$ cat src/rtl/uart_pkg.sv
// Shared types and helpers for the buffered UART transmitter.
package uart_pkg;

    typedef enum logic [1:0] {
        NONE = 2'd0,
        ODD  = 2'd1,
        EVEN = 2'd2
    } parity_e;

    typedef enum logic [2:0] {
        IDLE,
        START,
        DATA,
        PAR,
        STOP
    } tx_state_e;

    // Total sysclk cycles taken by one serial frame.
    function automatic int unsigned uart_frame_len(
        input int unsigned clks_per_bit,
        input int unsigned data_bits,
        input int unsigned parity,
        input int unsigned stop_bits
    );
        return clks_per_bit * (1 + data_bits + ((parity != 0) ? 1 : 0) + stop_bits);
    endfunction

endpackage

$ cat src/rtl/uart_tx_fifo_if.sv
// CPU-side bus of the buffered UART transmitter plus its serial line.
interface uart_tx_fifo_if #(
    parameter int FIFO_DEPTH = 16
);
    localparam int CNT_W = $clog2(FIFO_DEPTH + 1);

    logic             wr_en;
    logic [7:0]       wr_data;
    logic             ovf_clear;
    logic             full;
    logic             empty;
    logic [CNT_W-1:0] count;
    logic             busy;
    logic             overflow;
    logic             uart_tx;

    modport master (
        output wr_en, wr_data, ovf_clear,
        input  full, empty, count, busy, overflow, uart_tx
    );

    modport slave (
        input  wr_en, wr_data, ovf_clear,
        output full, empty, count, busy, overflow, uart_tx
    );

endinterface

$ cat src/rtl/uart_tx_fifo_fifo.sv
// Synchronous FIFO with show-ahead read port and same-cycle push+pop.
module sync_fifo #(
    parameter int WIDTH = 8,
    parameter int DEPTH = 16
) (
    input  logic                           clk_i,
    input  logic                           rst_i,
    input  logic                           push_i,
    input  logic [WIDTH-1:0]               din_i,
    input  logic                           pop_i,
    output logic [WIDTH-1:0]               dout_o,
    output logic                           full_o,
    output logic                           empty_o,
    output logic [$clog2(DEPTH+1)-1:0]     count_o
);
    localparam int PTR_W = $clog2(DEPTH);
    localparam int CNT_W = $clog2(DEPTH + 1);

    logic [WIDTH-1:0] mem_q [DEPTH];
    logic [PTR_W-1:0] wr_ptr_q, wr_ptr_d;
    logic [PTR_W-1:0] rd_ptr_q, rd_ptr_d;
    logic [CNT_W-1:0] count_q, count_d;
    logic             do_push, do_pop;

    // Qualify requests against occupancy and compute next pointers/count.
    always_comb begin
        do_push  = push_i && (count_q != CNT_W'(DEPTH));
        do_pop   = pop_i && (count_q != '0);
        wr_ptr_d = do_push ? wr_ptr_q + 1'b1 : wr_ptr_q;
        rd_ptr_d = do_pop ? rd_ptr_q + 1'b1 : rd_ptr_q;
        count_d  = count_q;
        if (do_push && !do_pop) begin
            count_d = count_q + 1'b1;
        end else if (do_pop && !do_push) begin
            count_d = count_q - 1'b1;
        end
    end

    // Pointer and occupancy registers.
    always_ff @(posedge clk_i) begin
        if (rst_i) begin
            wr_ptr_q <= '0;
            rd_ptr_q <= '0;
            count_q  <= '0;
        end else begin
            wr_ptr_q <= wr_ptr_d;
            rd_ptr_q <= rd_ptr_d;
            count_q  <= count_d;
        end
    end

    // Storage array; contents are don't-care until written.
    always_ff @(posedge clk_i) begin
        if (do_push) begin
            mem_q[wr_ptr_q] <= din_i;
        end
    end

    assign dout_o  = mem_q[rd_ptr_q];
    assign full_o  = (count_q == CNT_W'(DEPTH));
    assign empty_o = (count_q == '0);
    assign count_o = count_q;

endmodule

$ cat src/rtl/uart_tx_fifo.sv
// Buffered UART transmitter: byte FIFO drained by a frame serialiser.
module uart_tx_fifo
    import uart_pkg::*;
#(
    parameter int CLKS_PER_BIT = 434,
    parameter int DATA_BITS    = 8,
    parameter int PARITY       = 0,
    parameter int STOP_BITS    = 1,
    parameter int FIFO_DEPTH   = 16
) (
    input  logic           sysclk,
    input  logic           cpu_reset,
    uart_tx_fifo_if.slave  bus
);
    localparam int            CNT_W     = $clog2(FIFO_DEPTH + 1);
    localparam int            BAUD_W    = $clog2(CLKS_PER_BIT);
    localparam logic [BAUD_W-1:0] BAUD_LOAD = BAUD_W'(CLKS_PER_BIT - 1);
    localparam logic [7:0]    DATA_MASK = 8'((9'd1 << DATA_BITS) - 9'd1);
    localparam parity_e       PAR_MODE  = parity_e'(PARITY[1:0]);
    localparam logic [2:0]    LAST_DATA = 3'(DATA_BITS - 1);
    localparam logic [2:0]    LAST_STOP = 3'(STOP_BITS - 1);

    logic             fifo_pop;
    logic [7:0]       fifo_dout;
    logic             fifo_full;
    logic             fifo_empty;
    logic [CNT_W-1:0] fifo_count;

    tx_state_e        state_q;
    logic [BAUD_W-1:0] baud_q;
    logic [2:0]       bit_q;
    logic [7:0]       shift_q;
    logic             par_q;
    logic             tx_q;
    logic             busy_q;
    logic             overflow_q;
    logic             load_par;

    sync_fifo #(
        .WIDTH (8),
        .DEPTH (FIFO_DEPTH)
    ) u_fifo (
        .clk_i   (sysclk),
        .rst_i   (cpu_reset),
        .push_i  (bus.wr_en),
        .din_i   (bus.wr_data),
        .pop_i   (fifo_pop),
        .dout_o  (fifo_dout),
        .full_o  (fifo_full),
        .empty_o (fifo_empty),
        .count_o (fifo_count)
    );

    // Pop when idle, or on the last cycle of the final stop bit so frames chain without a gap.
    always_comb begin
        fifo_pop = 1'b0;
        if (!fifo_empty) begin
            if (state_q == IDLE) begin
                fifo_pop = 1'b1;
            end else if (state_q == STOP && baud_q == '0 && bit_q == LAST_STOP) begin
                fifo_pop = 1'b1;
            end
        end
    end

    // Parity of the head byte, restricted to the configured data width.
    always_comb begin
        load_par = ^(fifo_dout & DATA_MASK);
        if (PAR_MODE == ODD) begin
            load_par = ~load_par;
        end
    end

    // Serialiser FSM: baud down-counter, bit index, shift register and registered line.
    always_ff @(posedge sysclk) begin
        if (cpu_reset) begin
            state_q <= IDLE;
            baud_q  <= '0;
            bit_q   <= '0;
            shift_q <= '0;
            par_q   <= 1'b0;
            tx_q    <= 1'b1;
            busy_q  <= 1'b0;
        end else if (state_q == IDLE) begin
            if (!fifo_empty) begin
                state_q <= START;
                shift_q <= fifo_dout;
                par_q   <= load_par;
                baud_q  <= BAUD_LOAD;
                tx_q    <= 1'b0;
                busy_q  <= 1'b1;
            end
        end else if (baud_q != '0) begin
            baud_q <= baud_q - 1'b1;
        end else begin
            baud_q <= BAUD_LOAD;
            case (state_q)
                START: begin
                    state_q <= DATA;
                    tx_q    <= shift_q[0];
                    shift_q <= {1'b0, shift_q[7:1]};
                    bit_q   <= '0;
                end
                DATA: begin
                    if (bit_q == LAST_DATA) begin
                        bit_q <= '0;
                        if (PAR_MODE != NONE) begin
                            state_q <= PAR;
                            tx_q    <= par_q;
                        end else begin
                            state_q <= STOP;
                            tx_q    <= 1'b1;
                        end
                    end else begin
                        bit_q   <= bit_q + 1'b1;
                        tx_q    <= shift_q[0];
                        shift_q <= {1'b0, shift_q[7:1]};
                    end
                end
                PAR: begin
                    state_q <= STOP;
                    tx_q    <= 1'b1;
                    bit_q   <= '0;
                end
                STOP: begin
                    if (bit_q != LAST_STOP) begin
                        bit_q <= bit_q + 1'b1;
                    end else if (!fifo_empty) begin
                        state_q <= START;
                        shift_q <= fifo_dout;
                        par_q   <= load_par;
                        tx_q    <= 1'b0;
                    end else begin
                        state_q <= IDLE;
                        tx_q    <= 1'b1;
                        busy_q  <= 1'b0;
                    end
                end
                default: begin
                    state_q <= IDLE;
                    tx_q    <= 1'b1;
                    busy_q  <= 1'b0;
                end
            endcase
        end
    end

    // Sticky overflow: a dropped write wins over a same-cycle clear.
    always_ff @(posedge sysclk) begin
        if (cpu_reset) begin
            overflow_q <= 1'b0;
        end else if (bus.wr_en && fifo_full) begin
            overflow_q <= 1'b1;
        end else if (bus.ovf_clear) begin
            overflow_q <= 1'b0;
        end
    end

    assign bus.full     = fifo_full;
    assign bus.empty    = fifo_empty;
    assign bus.count    = fifo_count;
    assign bus.busy     = busy_q;
    assign bus.overflow = overflow_q;
    assign bus.uart_tx  = tx_q;

endmodule

$ cat src/flat_wrapper.sv
// flat-port wrapper written by rule: the top's interface ports become plain ports
module uart_tx_fifo_flat import uart_pkg::*;
#(
    parameter int CLKS_PER_BIT = 434,
    parameter int DATA_BITS    = 8,
    parameter int PARITY       = 0,
    parameter int STOP_BITS    = 1,
    parameter int FIFO_DEPTH   = 16
)
  (sysclk, cpu_reset, bus_wr_en, bus_wr_data, bus_ovf_clear, bus_full, bus_empty, bus_count, bus_busy, bus_overflow, bus_uart_tx);
  uart_tx_fifo_if #(.FIFO_DEPTH(FIFO_DEPTH)) bus_i ();
  input  logic sysclk;
  input  logic cpu_reset;
  input wire logic [$bits(bus_i.wr_en)-1:0] bus_wr_en;
  input wire logic [$bits(bus_i.wr_data)-1:0] bus_wr_data;
  input wire logic [$bits(bus_i.ovf_clear)-1:0] bus_ovf_clear;
  output wire logic [$bits(bus_i.full)-1:0] bus_full;
  output wire logic [$bits(bus_i.empty)-1:0] bus_empty;
  output wire logic [$bits(bus_i.count)-1:0] bus_count;
  output wire logic [$bits(bus_i.busy)-1:0] bus_busy;
  output wire logic [$bits(bus_i.overflow)-1:0] bus_overflow;
  output wire logic [$bits(bus_i.uart_tx)-1:0] bus_uart_tx;
  assign bus_i.wr_en = bus_wr_en;
  assign bus_i.wr_data = bus_wr_data;
  assign bus_i.ovf_clear = bus_ovf_clear;
  assign bus_full = bus_i.full;
  assign bus_empty = bus_i.empty;
  assign bus_count = bus_i.count;
  assign bus_busy = bus_i.busy;
  assign bus_overflow = bus_i.overflow;
  assign bus_uart_tx = bus_i.uart_tx;
  uart_tx_fifo #(.CLKS_PER_BIT(CLKS_PER_BIT), .DATA_BITS(DATA_BITS), .PARITY(PARITY), .STOP_BITS(STOP_BITS), .FIFO_DEPTH(FIFO_DEPTH)) u_core (.sysclk(sysclk), .cpu_reset(cpu_reset), .bus(bus_i));
endmodule
$ cat config.mk
export PLATFORM = sky130hd
export DESIGN_NAME = uart_tx_fifo_flat
export DESIGN_NICKNAME = d
export VERILOG_FILES = /design/src/rtl/uart_pkg.sv /design/src/rtl/uart_tx_fifo_if.sv /design/src/rtl/uart_tx_fifo_fifo.sv /design/src/rtl/uart_tx_fifo.sv /design/src/flat_wrapper.sv
export SDC_FILE = /design/constraint.sdc
export NUM_CORES = 1
export LEC_CHECK = 0
export CAP_MARGIN = 20
export CELL_PAD_IN_SITES_DETAIL_PLACEMENT = 0
export CELL_PAD_IN_SITES_GLOBAL_PLACEMENT = 2
export CORE_ASPECT_RATIO = 1.4
export CORE_MARGIN = 2
export CORE_UTILIZATION = 30
export DETAILED_ROUTE_END_ITERATION = 10
export DONT_BUFFER_PORTS = 1
export HOLD_SLACK_MARGIN = 0.03
export MAX_ROUTING_LAYER = met4
export PLACE_DENSITY = 0.67
export SETUP_SLACK_MARGIN = 0.4
export SYNTH_ARGS = -nofsm -noshare
export SYNTH_HDL_FRONTEND = slang
export SYNTH_SLANG_ARGS = --single-unit
$ cat constraint.sdc
create_clock -name sysclk -period 3.3 [get_ports sysclk]
set_input_delay 0.495 -clock sysclk [delete_from_list [all_inputs] [get_ports sysclk]]
set_output_delay 0.495 -clock sysclk [all_outputs]
set_load 0.05 [all_outputs]
==> results.sh <==
export IMPL_start_util_pct=30.5
export IMPL_min_period_over_period_pct=83.3
export IMPL_area_growth_pct=15.4
export IMPL_numCtsBuffers=17
export IMPL_wire_per_inst_um=17.8
export IMPL_io_pins=22
export IMPL_cts_clk_slew_worst_paths_ns=0.06
export IMPL_vias=3849
export IMPL_h_tree_depth=4
export IMPL_ant_nets=0
export IMPL_endpoint_kind="flip-flop"
export IMPL_cap_violations=0
export IMPL_grt_max_degree=34
export IMPL_ir_worst_vdd_v=0.000359
export IMPL_hold_viol=0
export IMPL_setup_viol=0
export IMPL_cts_sinks=171
export IMPL_worst_pin_slew_ns=0.590
export IMPL_arrival_ns=3.09
export IMPL_hp_class="primary input to flip-flop"
export IMPL_drv_slew=0
export IMPL_antenna_found_initial=0
export IMPL_syn_area_um2=7070
export IMPL_ys_types=54
export IMPL_powerDensity_nw_per_um2=814
export IMPL_synth_edff_count=128
export IMPL_min_period_ns=2.75
export IMPL_die_area_um2=24800
export IMPL_layout_commonest_cell="edfxtp_1"
export IMPL_p_leak_nw=2.72
export IMPL_gp_congestion=0.739
export IMPL_most_common_layout_cells="128 x edfxtp_1, 47 x nor2_1, 34 x dfxtp_1"
export IMPL_status="complete, no violations"
export IMPL_path_class="flip-flop to flip-flop"
export IMPL_die_x_um=134
export IMPL_crit_slowest_cell="dfxtp_2"
export IMPL_grt_pass1_wl_um=23100
export IMPL_wl_um=14400
export IMPL_yosysWarnings=0
export IMPL_die_y_um=186
export IMPL_final_util_pct=35.1
export IMPL_drc=0
export IMPL_rsz0062_at_grt="false"
export IMPL_synth_seq_cells=171
export IMPL_grt_pass1_vias=4082
export IMPL_syn_inst=469
export IMPL_clk_latency_ns=0.42
export IMPL_slowest_delay_ns=0.33
export IMPL_start_kind="flip-flop"
export IMPL_path_cells="inv_1 > ha_1 > nor4b_4 > a21oi_2 > a2111oi_4 > inv_1 > ha_2 > inv_4 > ha_4 > a21o_1 > a21oi_2 > xnor2_1 > or3_1 > a21oi_1"
export IMPL_port_buffers=0
export IMPL_antenna_cells=0
export IMPL_num_fill_cells=2189
export IMPL_tritoncts="done"
export IMPL_clockBufferDepth=2
export IMPL_layout_drive_gt1_share_pct=22.3
export IMPL_worst_clock_skew_ns=0.00804
export IMPL_cts_hold_buf=0
export IMPL_dp_final_hpwl_um=9850
export IMPL_max_freq_ghz=0.364
export IMPL_vias_per_cell=4.76
export IMPL_crit_family="compound AO/OA/AOI/OAI gates"
export IMPL_yosysSeqAreaShare_pct=66.5
export IMPL_grt_usage_pct=12.8
export IMPL_coreArea_um2=23200
export IMPL_total_power_w=0.00664
export IMPL_avgSynthCellArea_um2=15.1
export IMPL_num_rows=66
export IMPL_async_reset_ff_share_pct=0
export IMPL_root_buffer="clkbuf_16"
export IMPL_fin_setup_tns_ns=0
export IMPL_pre_cts_ws_ns=0.435
export IMPL_slew_headroom_pct=60.6
export IMPL_drt_pass1_iter_count=4
export IMPL_path_buf_inv=3
export IMPL_drtIter0Drc=252
export IMPL_ys_flop_type="edfxtp_1"
export IMPL_synth_nets=496
export IMPL_path_max_fanout=5
export IMPL_required_ns=3.65
export IMPL_grt_remaining_overflow=0
export IMPL_final_nets=516
export IMPL_setup_slack_ns=0.551
## worst register-to-register path, delay by kind of cell (launching register included)
family                   cells  cell delay, ns
flip-flops                   1            0.33
AO/OA/AOI/OAI                5            0.90
buffers and inverters        3            0.25
XOR/XNOR                     1            0.08
AND/OR/NAND/NOR              2            0.54
adder cells (fa/ha/maj)      3            0.58
## routing by layer
metal  vias to the layer above  part of all wire, %  global-route usage [%]
met5                         -                    0                       -
met4                         0                  1.1                    4.26
met3                        11                  3.2                    3.57
met1                      1968                   43                    14.1
li1                       1827                    -                       -
met2                        43                   53                    22.5
## synth_stat cells (all sizes together), types with 8 or more instances
cell type	count	area share, %
dfxtp	43	12
edfxtp	128	54
a22oi	15	1.6
a211oi	8	0.85
a21oi	22	1.6
nor2	47	2.5
and3	11	0.97
xor2	8	0.99
clkbuf	19	1.4
mux4	31	9.9
nand2	21	1.1
ha	14	2.5
inv	12	0.64
## state kept, by name, summed over array words and instances (netlist names), named ones only
| register | flops |
|---|---|
| u_core.u_fifo.wr_ptr_q | 4 |
| u_core.u_fifo.mem_q | 128 |
| u_core.state_q | 3 |
| u_core.bit_q | 3 |
| u_core.shift_q | 8 |
| u_core.baud_q | 9 |
| u_core.bus.overflow | 1 |
| u_core.u_fifo.count_o | 5 |
| u_core.u_fifo.rd_ptr_q | 4 |
| u_core.bus.busy | 1 |
| u_core.bus.uart_tx | 1 |
## stage by stage
step / hold slack (ns) / cells / instance area (um2)
after detailed placement: 0.453 / 773 / 7580
after global routing: 0.113 / 808 / 8160
after floorplan: 0.438 / 469 / 7160
final: 0.139 / 808 / 8160
after global placement: 0.449 / 773 / 7580
after CTS: 0.114 / 805 / 8100
## report_power, final
| part | internal, W | total [W] | switching (W) |
|---|---|---|---|
| sequential | 0.00254 | 0.00288 | 0.000343 |
| combinational | 0.000963 | 0.00198 | 0.00102 |
| clock | 0.000970 | 0.00178 | 0.000810 |
| total | 0.00447 | 0.00664 | 0.00217 |
## logic make-up (layout without fill, tap and decap cells)
logic type / count (synthesis) / after routing / share of synthesized area (%)
compound gates: 67 / 67 / 6.44
xor+xnor: 14 / 14 / 1.73
fa+ha+maj: 15 / 15 / 2.76
buf+inv: 38 / 71 / 2.65
flops: 171 / 171 / 66.5
mux: 39 / 39 / 11.1
simple gates: 125 / 125 / 8.76
## cell type report
cell class	instances	area (um2)	share of cell area, %
Timing Repair Buffer	27	215	2.64
Clock buffer	23	448	5.49
Clock inverter	9	67.6	0.828
Tap cell	306	383	4.69
Sequential cell	171	4730	57.9
Inverter	12	47.5	0.583
Multi-Input combinational cell	260	2270	27.8
## path summary, 6_finish.rpt
check / from / endpoint / slack [ns] / cells after the start
setup / recovery: u_core.baud_q[0]$_SDFFE_PP0P_ / u_core.u_fifo.count_o[4]$_SDFFE_PP0P_ / 0.55 / 14
hold / removal: cpu_reset / u_core.bit_q[0]$_SDFFE_PP0P_ / 0.14 / 1
setup reg to reg: u_core.baud_q[0]$_SDFFE_PP0P_ / u_core.u_fifo.count_o[4]$_SDFFE_PP0P_ / 0.55 / 14
hold reg to reg: u_core.shift_q[1]$_SDFFE_PP0P_ / u_core.shift_q[1]$_SDFFE_PP0P_ / 0.46 / 2
## repair_timing
action                                 4_1_cts  5_1_grt
setup endpoints to repair                    1        1
endpoints found under the hold margin        0        0
pin swaps                                    1        2
gates resized for setup                      0        9
cloned                                       0        0
setup buffers                                0        3
(Power assumes the default switching activity.)
==> variant 1: new RTL, config.mk and constraints unchanged <==
`FIFO_DEPTH` is set to 16 in 3 places; all go to 8.
--- a/src/rtl/uart_tx_fifo_if.sv
+++ b/src/rtl/uart_tx_fifo_if.sv
@@ -1,5 +1,5 @@
 // CPU-side bus of the buffered UART transmitter plus its serial line.
 interface uart_tx_fifo_if #(
-    parameter int FIFO_DEPTH = 16
+    parameter int FIFO_DEPTH = 8
 );
     localparam int CNT_W = $clog2(FIFO_DEPTH + 1);
--- a/src/rtl/uart_tx_fifo.sv
+++ b/src/rtl/uart_tx_fifo.sv
@@ -7,5 +7,5 @@
     parameter int PARITY       = 0,
     parameter int STOP_BITS    = 1,
-    parameter int FIFO_DEPTH   = 16
+    parameter int FIFO_DEPTH   = 8
 ) (
     input  logic           sysclk,
--- a/src/flat_wrapper.sv
+++ b/src/flat_wrapper.sv
@@ -6,5 +6,5 @@
     parameter int PARITY       = 0,
     parameter int STOP_BITS    = 1,
-    parameter int FIFO_DEPTH   = 16
+    parameter int FIFO_DEPTH   = 8
 )
   (sysclk, cpu_reset, bus_wr_en, bus_wr_data, bus_ovf_clear, bus_full, bus_empty, bus_count, bus_busy, bus_overflow, bus_uart_tx);
Interface: changed (resized bus_count); port bits go from 22 to 21. No check against the original RTL was run, so the function may have changed too.
==> variant 1 against the unedited design <==
- die area decreased by 36%
- design area decreased by 37%
- count of clock-buffer cells in the layout decreased by 14
- worst setup slack improved by 0.026 ns
- routed wire length decreased by 40%
- global-route usage decreased by 0.81 points
- synthesized area decreased by 37%
- sequential cell count decreased by 68
- power decreased by 27%
- largest cell class unchanged
==> variant 1: results (changes against the unedited design) <==
Outcome
  – Status: finished clean

Yosys
  – Syn nets: 372 (-25%)
  – Synth cell count leaders: edfxtp_1 (64), dfxtp_1 (39), nor2_1 (38), a21oi_1 (30), nand2_1 (20)
  – Sequential fraction of the synthesis area: 0.604 (-0.0620)
  – Synth area leaders: edfxtp_1 (43%), dfxtp_1 (17%), mux4_2 (8.0%), a21oi_1 (3.4%), nor2_1 (3.2%)
  – Synth cell types: 49 (-9.3%)
  – Post-synth EDFFs: 64 (-50%)

Critical path
  – Critical path arrival: 2.99 ns (-0.10 ns)
  – Slowest stage delay, CP: 0.57 ns (+0.24 ns)
  – Top delay family on crit path: simple AND/OR/NAND/NOR gates
  – Reg-to-reg startpoint: u_core.u_fifo.count_o[3]$_SDFFE_PP0P_
  – Largest fanout on the critical path: 7 (+2)
  – Startpoint types: flop
  – CP max-delay cell: or4_1
  – Worst reg-to-reg setup slack: 0.58 ns (+0.03 ns)

Die
  – Die area: 15,900 µm² (-36%)

Global route
  – Gr ovfl total: 0 (unchanged)
  – Largest net degree at the start of global routing: 38 (+12%)
  – Vias in the first global route: 2,802 (-31%)
  – Global-route wire length before repair: 14.5 mm (-37%)
  – Tot GR Track Use: 0.120 (-0.00806)

Placed design
  – Hpwl dp: 6.11 mm (-38%)
  – Setup WS pre-CTS: 0.439 ns (+0.00410 ns)
  – Final Wtd Congestion: 0.750 (+1.5%)

Pwr
  – Pleak: 1.73 nW (-36%)
  – Max rail drop VDD: 0.000342 V (-4.8%)

Drt
  – Starting DRC count in detailed routing: 126 (-50%)
  – Routed length per instance: 15.6 µm (-12%)
  – Vias: 2,702 (-30%)
  – DR pass1 iterations: 4 (unchanged)

Clock tree
  – Htree depth: 3 (-1)
  – Num CTS Buffers: 9 (-8)
  – CTS clk-pin slew, worst paths: 0.07 ns
  – Worst skew pair latency: 0.34 ns (-0.08 ns)
  – Clock root cell: clkbuf_16

STA
  – Hold slack: 0.214 ns (+0.0753 ns)
  – Worst Tran Pin Value: 0.963 ns (+0.373 ns)
  – Clock Skew: 0.00711 ns (-0.000933 ns)
  – FMAX: 0.367 GHz (+0.94%)

Cells and area
  – Layout cells sized above 1: 0.179 (-0.0440)
  – Regs by FF count: u_core.u_fifo.mem_q x64, u_core.baud_q x9, u_core.shift_q x8
  – Total Nets Final: 381 (-26%)

Hold path
  – HP Class: in -> reg
==> variant 1: cell types whose count changed after synthesis, moves of 10 or more <==
cell      change
a22oi_1      -14
and3_1       -11
clkbuf_1     -10
edfxtp_1     -64
mux4_2       -15
o21ai_0      +14
==> variant 1: cells by family after synthesis <==
kind of cell             synth area share
multiplexers                       0.0984
buffers and inverters              0.0260
adder cells (fa/ha/maj)            0.0324
XOR/XNOR                           0.0117
AND/OR/NAND/NOR                     0.118
flip-flops                          0.604
AO/OA/AOI/OAI                       0.110
==> variant 1: final timing paths <==
path | endpoint | cells after the start
setup / recovery | u_core.u_fifo.count_o[3]$_SDFFE_PP0P_ | 11
hold / removal | u_core.shift_q[3]$_SDFFE_PP0P_ | 1
setup reg to reg | u_core.u_fifo.count_o[3]$_SDFFE_PP0P_ | 11
hold reg to reg | u_core.shift_q[6]$_SDFFE_PP0P_ | 2
==> variant 1: cell type report <==
cell class	instances	area, µm²
Fill cell	1391	9390
Sequential cell	103	2720
Multi-Input combinational cell	220	1690
Tap cell	189	236
Clock buffer	9	225
Timing Repair Buffer	15	113
Clock inverter	7	101
Inverter	9	33.8
==> variant 1: stage by stage <==
step,utilization,std cells,area (µm²)
2_1_floorplan,-,349,4520
3_3_place_gp,0.329,534,4770
3_5_place_dp,0.329,534,4770
6_report,0.353,552,5120
4_1_cts,0.351,550,5090
5_1_grt,0.353,552,5120
==> variant 1: metal layers <==
metal / GRT usage / vias up / share of wire
met5: - / - / 0
met4: 0.0377 / 0 / 0.011
met3: 0.0307 / 8 / 0.033
met2: 0.217 / 38 / 0.55
met1: 0.128 / 1334 / 0.40
li1: - / 1322 / -
==> variant 1: power by group <==
part           switching (mW)  total, mW  internal [mW]
Clock                   0.492       1.17          0.676
Sequential              0.309       1.89           1.58
Combinational            1.00       1.81          0.810
Total                    1.80       4.87           3.07
==> variant 1: what timing repair did <==
action | in CTS | in global routing
setup buffers | 0 | 2
resized for setup | 0 | 2
endpoints found under the setup margin | 0 | 1
==> variant 2: new RTL, config.mk and constraints unchanged <==
Made on the original files. Encoding of `tx_state_e`: now Gray code (3 bits for 5 states).
--- a/src/rtl/uart_pkg.sv
+++ b/src/rtl/uart_pkg.sv
@@ -9,9 +9,9 @@
 
     typedef enum logic [2:0] {
-        IDLE,
-        START,
-        DATA,
-        PAR,
-        STOP
+        IDLE  = 3'b000,
+        START = 3'b001,
+        DATA  = 3'b011,
+        PAR   = 3'b010,
+        STOP  = 3'b110
     } tx_state_e;
 
Formal check against the unedited RTL: same outputs for any inputs over 10 cycles, from zero or initial values and one cycle with cpu_reset high; not proved beyond that.
==> variant 2 against the unedited design <==
- routed wire length is 4.3% higher
- synthesized area is 1.8% higher
- design area is 2.2% higher
- power is 4.2% higher
- worst setup slack hardly changed
- sequential cell count stayed put
- die area is 1.7% higher
- first-iteration DRC count is 2.0% higher
- final cell count is 2.2% higher
- critical endpoint unchanged
==> variant 2: results (changes against the unedited design) <==
Placed design
  – Inst Count DP: 791 (+2.3%)
  – Hpwl dp: 9.59 mm (-2.6%)
  – Final Wtd Congestion: 0.745 (+0.74%)
  – DP Area: 7680 µm² (+1.3%)
  – Setup WS pre-CTS: 0.225 ns (-0.210 ns)

Drt
  – Starting DRC count in detailed routing: 257 (+2.0%)
  – Vias/cell: 4.83 (+1.3%)
  – Wl on met1: 5.93 mm (-3.9%)
  – WL met3: 635 µm (+40%)
  – Met2 routed wirelength: 8.22 mm (+8.5%)
  – Drt total wl: 15.0 mm (+4.3%)

STA
  – Slew HR: 0.551 (-0.0547)
  – Clock Skew: 0.00667 ns (-0.00138 ns)

Cells and area
  – Layout cells sized above 1: 0.219 (-0.00412)
  – Filler Cell Count: 2,254 (+3.0%)
  – Diode count: 0 (unchanged)
  – Post-layout instance count excluding filler cells: 826 (+2.2%)
  – Total Nets Final: 532 (+3.1%)

Critical path
  – Top delay family on crit path: simple AND/OR/NAND/NOR gates
  – Slowest stage delay, CP: 0.57 ns (+0.24 ns)
  – Critical path arrival: 3.07 ns (-0.02 ns)
  – Reg-to-reg startpoint: u_core.u_fifo.count_o[2]$_SDFFE_PP0P_
  – Reg2Reg Depth: 12 (-2)

Pwr
  – Power Density: 830 nW/µm² (+2.0%)
  – Max rail drop VDD: 0.000422 V (+18%)
  – Sequential power share: 0.398 (-0.036)
  – P_int: 4.53 mW (+1.4%)
  – Sw frac: 0.345 (+0.0177)
  – Pleak: 2.80 nW (+3.1%)

Global route
  – Met1 Resource Use GR: 0.144 (+0.00330)
  – Tot GR Track Use: 0.129 (+0.000352)
  – Largest net degree at the start of global routing: 42 (+24%)
  – Global-route wire length before repair: 23.7 mm (+2.5%)
  – Vias in the first global route: 4,176 (+2.3%)
  – GR Layer Usage met3: 0.0301 (-0.00559)
  – Met2 GRT Util: 0.225 (about the same)

Clock tree
  – PostCTS Resize Cnt: 4 (+4)
  – Clock root cell: clkbuf_16
  – Postcts setup bufs: 1 (+1)

Yosys
  – Synth area leaders: edfxtp_1 (53%), dfxtp_1 (12%), mux4_2 (5.9%), mux4_1 (5.8%), nor2_1 (2.9%)
  – Avg Cell Area, Syn: 15.1 µm² (-0.13%)
  – Syn nets: 506 (+2.0%)
  – Synth cell count leaders: edfxtp_1 (128), nor2_1 (55), dfxtp_1 (43), a21oi_1 (24), mux4_2 (19)
  – Synth cell types: 56 (+3.7%)
  – Sequential fraction of the synthesis area: 0.654 (-0.0117)

Outcome
  – Status: finished clean
variant 2: final timing paths:
check / to / slack [ns]
setup reg to reg: u_core.u_fifo.count_o[4]$_SDFFE_PP0P_ / 0.55
hold reg to reg: u_core.bit_q[2]$_SDFFE_PP0P_ / 0.50
hold / removal: u_core.u_fifo.count_o[4]$_SDFFE_PP0P_ / 0.13
setup / recovery: u_core.u_fifo.count_o[4]$_SDFFE_PP0P_ / 0.55
variant 2: area by class of cell:
class | count | area share
Sequential cell | 171 | 0.566
Multi-Input combinational cell | 263 | 0.284
Clock buffer | 17 | 0.0511
Tap cell | 310 | 0.0466
Timing Repair Buffer | 31 | 0.0294
Clock inverter | 14 | 0.0138
Inverter | 20 | 0.00931
variant 2: kinds of logic after synthesis:
family	Yosys count	synth area share
AO/OA/AOI/OAI	74	0.0659
XOR/XNOR	11	0.0134
flip-flops	171	0.654
AND/OR/NAND/NOR	118	0.0770
multiplexers	44	0.131
buffers and inverters	44	0.0303
adder cells (fa/ha/maj)	16	0.0289
